`config.mk`:
```
export PLATFORM = sky130hd
export DESIGN_NAME = bitstream_fetch_ctrl
export DESIGN_NICKNAME = d
export VERILOG_FILES = /design/src/rtl/bitstream_fetch_ctrl.sv
export SDC_FILE = /design/constraint.sdc
export NUM_CORES = 1
export LEC_CHECK = 0
export CAP_MARGIN = 20
export CORE_MARGIN = 3
export CORE_UTILIZATION = 40
export DETAILED_ROUTE_END_ITERATION = 8
export PLACE_DENSITY = 0.67
export SYNTH_ARGS = -nofsm -noshare
export SYNTH_HDL_FRONTEND = slang
export SYNTH_SLANG_ARGS = --single-unit
export TNS_END_PERCENT = 100
```
`constraint.sdc`:
```
create_clock -name clk -period 3 [get_ports clk]
set_input_delay 0.6 -clock clk [delete_from_list [all_inputs] [get_ports clk]]
set_output_delay 0.6 -clock clk [all_outputs]
set_load 0.01 [all_outputs]
```
`src/rtl/bitstream_fetch_ctrl.sv`:
```
// bitstream_fetch_ctrl
//   Front-end sequencer for the 128-bit bitstream buffer. Hunts for the first
//   start code in the NAL byte stream, strips emulation-prevention bytes
//   (0x03 after two zeros), packs the surviving bytes into 16-bit words for
//   the buffer, and tracks the parser bit pointer and buffer fill level.
//
// Ports
//   clk, reset_n          clock, asynchronous active-low reset
//   byte_in/valid/ready   input byte stream handshake
//   flush                 abandon current NAL, return to start-code search
//   next                  buffer accepts a word this cycle
//   buf_we/buf_data       word write request ([15:8] = earlier byte)
//   remove_03_flag        0 none, 1 0x03 dropped before high byte, 2 before low
//   sc_detect             pulse after the 0x01 completing a start code
//   pc_advance/pc_delta   parser consumed pc_delta bits (0..16)
//   pc, pc_reg            bit read pointer and its one-cycle-delayed copy
//   bits_avail            unread valid bits (0..128)
//   parser_stall          bits_avail < 32
//   underflow_err         sticky: parser consumed more bits than available
module bitstream_fetch_ctrl (
  input  logic        clk,
  input  logic        reset_n,
  input  logic [7:0]  byte_in,
  input  logic        byte_valid,
  output logic        byte_ready,
  input  logic        flush,
  input  logic        next,
  output logic        buf_we,
  output logic [15:0] buf_data,
  output logic [1:0]  remove_03_flag,
  output logic        sc_detect,
  input  logic        pc_advance,
  input  logic [4:0]  pc_delta,
  output logic [6:0]  pc,
  output logic [6:0]  pc_reg,
  output logic [7:0]  bits_avail,
  output logic        parser_stall,
  output logic        underflow_err
);

  typedef enum logic [1:0] {SEARCH, HI, LO, PUSH} state_t;

  state_t      state_q, state_d;
  logic [1:0]  zcnt_q, zcnt_d;
  logic        pend_hi_q, pend_hi_d;
  logic        pend_lo_q, pend_lo_d;
  logic        buf_we_q, buf_we_d;
  logic [15:0] buf_data_q, buf_data_d;
  logic [1:0]  flag_q, flag_d;
  logic        sc_detect_q, sc_detect_d;
  logic [6:0]  pc_q, pc_d;
  logic [6:0]  pc_reg_q, pc_reg_d;
  logic [7:0]  bits_avail_q, bits_avail_d;
  logic        underflow_q, underflow_d;

  logic        accept;
  logic        emu_byte;
  logic        word_wr;
  logic [8:0]  fill_sum;
  logic [8:0]  fill_sub;
  logic [8:0]  fill_net;

  assign byte_ready = (state_q != PUSH) && reset_n;
  assign accept     = byte_valid && byte_ready;
  assign emu_byte   = (byte_in == 8'h03) && (zcnt_q == 2'd2);
  // The buffer latches whenever buf_we and next coincide, so that is what
  // counts as a write for fill accounting, even under a simultaneous flush.
  assign word_wr    = buf_we_q && next;

  always_comb begin
    state_d      = state_q;
    zcnt_d       = zcnt_q;
    pend_hi_d    = pend_hi_q;
    pend_lo_d    = pend_lo_q;
    buf_we_d     = buf_we_q;
    buf_data_d   = buf_data_q;
    flag_d       = flag_q;
    sc_detect_d  = 1'b0;
    pc_d         = pc_q;
    pc_reg_d     = pc_q;
    bits_avail_d = bits_avail_q;
    underflow_d  = underflow_q;
    fill_sum     = '0;
    fill_sub     = '0;
    fill_net     = '0;

    if (accept) begin
      if (byte_in == 8'h00)
        zcnt_d = (zcnt_q == 2'd2) ? 2'd2 : zcnt_q + 2'd1;
      else
        zcnt_d = '0;

      case (state_q)
        SEARCH: begin
          if (byte_in == 8'h01 && zcnt_q == 2'd2) begin
            sc_detect_d = 1'b1;
            state_d     = HI;
          end
        end
        HI: begin
          if (emu_byte) begin
            pend_hi_d = 1'b1;
          end else begin
            buf_data_d[15:8] = byte_in;
            state_d          = LO;
          end
        end
        LO: begin
          if (emu_byte) begin
            pend_lo_d = 1'b1;
          end else begin
            buf_data_d[7:0] = byte_in;
            state_d         = PUSH;
            buf_we_d        = 1'b1;
            flag_d          = pend_hi_q ? 2'd1 : (pend_lo_q ? 2'd2 : 2'd0);
          end
        end
        default: ;
      endcase
    end

    if (state_q == PUSH && next) begin
      state_d   = HI;
      buf_we_d  = 1'b0;
      flag_d    = '0;
      pend_hi_d = 1'b0;
      pend_lo_d = 1'b0;
    end

    if (flush) begin
      state_d     = SEARCH;
      zcnt_d      = '0;
      pend_hi_d   = 1'b0;
      pend_lo_d   = 1'b0;
      buf_we_d    = 1'b0;
      flag_d      = '0;
      sc_detect_d = 1'b0;
    end

    if (pc_advance)
      pc_d = pc_q + {2'b00, pc_delta};

    // Add the incoming word before subtracting consumption so a same-cycle
    // write can cover an advance that would otherwise underflow.
    fill_sum = {1'b0, bits_avail_q} + (word_wr ? 9'd16 : 9'd0);
    fill_sub = pc_advance ? {4'b0000, pc_delta} : 9'd0;
    if (fill_sub > fill_sum) begin
      bits_avail_d = '0;
      underflow_d  = 1'b1;
    end else begin
      fill_net     = fill_sum - fill_sub;
      bits_avail_d = (fill_net > 9'd128) ? 8'd128 : fill_net[7:0];
    end
  end

  always_ff @(posedge clk or negedge reset_n) begin
    if (!reset_n) begin
      state_q      <= SEARCH;
      zcnt_q       <= '0;
      pend_hi_q    <= 1'b0;
      pend_lo_q    <= 1'b0;
      buf_we_q     <= 1'b0;
      buf_data_q   <= '0;
      flag_q       <= '0;
      sc_detect_q  <= 1'b0;
      pc_q         <= '0;
      pc_reg_q     <= '0;
      bits_avail_q <= '0;
      underflow_q  <= 1'b0;
    end else begin
      state_q      <= state_d;
      zcnt_q       <= zcnt_d;
      pend_hi_q    <= pend_hi_d;
      pend_lo_q    <= pend_lo_d;
      buf_we_q     <= buf_we_d;
      buf_data_q   <= buf_data_d;
      flag_q       <= flag_d;
      sc_detect_q  <= sc_detect_d;
      pc_q         <= pc_d;
      pc_reg_q     <= pc_reg_d;
      bits_avail_q <= bits_avail_d;
      underflow_q  <= underflow_d;
    end
  end

  assign buf_we         = buf_we_q;
  assign buf_data       = buf_data_q;
  assign remove_03_flag = flag_q;
  assign sc_detect      = sc_detect_q;
  assign pc             = pc_q;
  assign pc_reg         = pc_reg_q;
  assign bits_avail     = bits_avail_q;
  assign parser_stall   = bits_avail_q < 8'd32;
  assign underflow_err  = underflow_q;

endmodule

```
==> metrics.md <==
| Metric | Value |
|---|---|
| Status | `complete, no violations` |
| Total power | `about 3.5 mW` |
| Hold slack | `0.408 ns` |
| Finished Layout Cells | `369` |
| Final hold violations | `0` |
| Power density cells | `996 mW/mm²` |
| DRT Wirelength | `~5300 µm` |
| Total I/O pin count | `64` |
| Initial antenna violation count | `0` |
| Die height | `about 86 µm` |
| Setup ws final | `~0.054 ns` |
| Final setup fails | `0` |
| Die Width | `85.9 µm` |
| Met2 Use GR | `0.239` |
| N_diodes | `0` |
| Distinct cells, synth | `44` |
| Critical Path AT | `roughly 3.2 ns` |
| FMAX | `between 0.3 and 0.4 GHz` |
| Num CTS Buffers | `5` |
| Maximum number of pins on one net before global-route repair | `50` |
| Vias per Instance | `5.03` |
| Clock transition at the registers of the reported paths | `roughly 0.090 ns` |
| WL per Instance | `around 14 µm` |
| First-pass GRT wire length | `roughly 9100 µm` |
| Rows | `28` |
| GP Congestion | `about 0.82` |
| Seq/Total Area, Yosys | `0.480` |
| Maxcap violations | `0` |
| Hold WC Path Type | `primary input to async pin` |
| Final-report max-slew violation count | `0` |
| Fillers | `~520` |
| Share of cells above drive strength 1 | `0.190` |
| Placed cells | `roughly 360` |
| Clock latency on the worst-skew pair | `roughly 0.3 ns` |
| CTS tree | `built` |
| Critical path capture point type | `flop` |
| Worst Tran Pin Value | `slightly above 0.6 ns` |
| Initial drt markers | `69` |
| Crit Path Max Fanout | `2` |
| Post-synth top area share | `0.480` |
| Synth area leaders | `dfrtp_1 48%, ha_1 8.8%, mux2_4 8.8%, xnor2_1 3.1%, nor2_1 2.4%` |
| Syn_nets | `250` |
| Critical path type | `primary input to flop` |
| Vias in the first global route | `approximately 1.9k` |
| Skew final | `~0.0048 ns` |
| Cells after Synth | `roughly 210` |
| Area of the mapped netlist | `0.00255 mm²` |
| DRC Markers | `0` |
| NumNets Final | `332` |
| Grt total ovfl | `0` |
| Final critical-path share of the clock period | `0.982` |
| CTS Hold Bufs | `0` |
| Setup crit start kind | `primary input` |
| Vias | `approximately 1.9k` |
| Syn avg cell area | `about 12 µm²` |
| Clk Tree Root Cell | `clkbuf_8` |
| Initial core utilization | `0.422` |
| Area growth from synthesis to final layout | `37.7%` |
| Synth Register Bits | `49` |
| Setup WS pre-CTS | `-0.284 ns` |
| CTS H-tree lvls | `2` |
| CTS sink count | `49` |
| Slew headroom | `0.590` |
| Leakage Power | `roughly 1.6 nW` |
| Most frequent cells in the layout | `62 x clkdlybuf4s50_1, 49 x dfrtp_1, 17 x ha_1, 16 x nor2_1, 15 x mux2_4` |
| Top FF cell, synth | `dfrtp_1` |
| Unrepaired setup endpoints after global routing | `true` |
| Ys Warns | `0` |
| Register area | `~0.0012 mm²` |
| Port bufs | `63` |
| Met3 usage | `0.0336` |
| Multi-input gate area | `between 0.001 and 0.0015 mm²` |
| Tot GR Track Use | `0.154` |
| CTS max path bufs | `2` |
| Met1 Usage GRT | `0.219` |
| Number of flip-flops in the largest register | `16` |
| Area of the core | `approximately 0.0061 mm²` |
| Final min period | `slightly below 3 ns` |
| Max VDD drop | `~0.00054 V` |
| TritonRoute pass-1 iters | `4` |
| DP HPWL | `a little under 4000 µm` |
| Commonest non-fill, non-tap cell in the layout | `clkdlybuf4s50_1` |
| Ys async rst share | `1.00` |
| Setup TNS | `0 ns` |
| Post-synth top area cell | `dfrtp_1` |
| Die area | `0.00738 mm²` |
| CP Data Required Time | `~3.2 ns` |
| Grt peak-use layer | `met2` |
| EDFF count, synth | `0` |
| Remaining antenna violation count after routing | `0` |
[worst paths after layout]
check                                   startpoint                       endpoint  slack (ns)  cells past startpoint
setup / recovery                       pc_delta[0]        bits_avail[1]$_DFF_PN0_        0.05                     11
hold / removal                             reset_n        bits_avail[6]$_DFF_PN0_        0.41                      2
setup reg to reg           bits_avail[0]$_DFF_PN0_        bits_avail[1]$_DFF_PN0_        0.55                     10
hold reg to reg                  pc[6]$_DFFE_PN0P_            pc_reg[6]$_DFF_PN0_        0.43                      0
max in group asynchronous                  reset_n  remove_03_flag[0]$_DFFE_PN0P_        2.16                      2
min in group clk                 pc[6]$_DFFE_PN0P_            pc_reg[6]$_DFF_PN0_        0.43                      0
[cells in the mapped netlist, drive strengths merged (2+ instances only)]
library cell and n:
dfrtp 49, fa 2, a211oi 2, inv 10
nand4 2, mux2 19, nor3 7, a21oi 8
a22oi 2, o22a 3, nor2 18, xor2 3
xnor2 10, nand2 14, nand2b 3, o21a 2
nor2b 4, and2 3, a31oi 2, a21o 4
ha 18, nor4 3, o21ai 4, and3 2
mux2i 5
[metrics by stage]
step | cell area, µm² | util
4_1_cts | 3470 | 0.573
5_1_grt | 3520 | 0.581
6_report | 3520 | 0.581
3_3_place_gp | 3340 | 0.551
2_1_floorplan | 2550 | -
3_5_place_dp | 3340 | 0.551
[power by group]
part	switching, mW	internal [mW]	leakage (nW)
clock	0.227	0.331	0.0681
combinational	0.761	1.08	0.886
sequential	0.183	0.921	0.606
[final cells by class]
class                           count  share of cell area
Multi-Input combinational cell    150               0.368
Tap cell                           75              0.0267
Inverter                           10              0.0107
Clock buffer                        5              0.0196
Clock inverter                      3              0.0185
Timing Repair Buffer               77               0.208
Sequential cell                    49               0.349
[metal layers]
layer  vias to the layer above  share of wire  routed length (µm)
met5                         -              0                   0
met4                         0          0.016                  83
met3                         7          0.048                 255
met2                        52           0.46                2430
met1                       898           0.48                2530
li1                        900              -                   -
[logic make-up after synthesis]
group / share of synthesized area
and+or+nand+nor: 0.132
DFF: 0.480
adders and majority gates: 0.104
AOI/OAI and AO/OA: 0.0877
muxes: 0.125
buffers and inverters: 0.0240
xor gates and xnor gates: 0.0475
[what timing repair did]
item | in CTS | in global routing
hold endpoints to repair | 0 | 0
buffers inserted | 0 | 2
gates resized for setup | 0 | 7
endpoints found under the setup margin | 0 | 3
[worst max-delay path: stages]
cell and delay (ns):
clkdlybuf4s50_1 0.50, and2_4 0.15, ha_2 0.17, inv_1 0.05, fa_2 0.34, a211o_1 0.34
a21oi_4 0.17, mux2i_2 0.29, xnor2_2 0.15, nand4_1 0.17, a211oi_2 0.23
(Power assumes the default switching activity.)
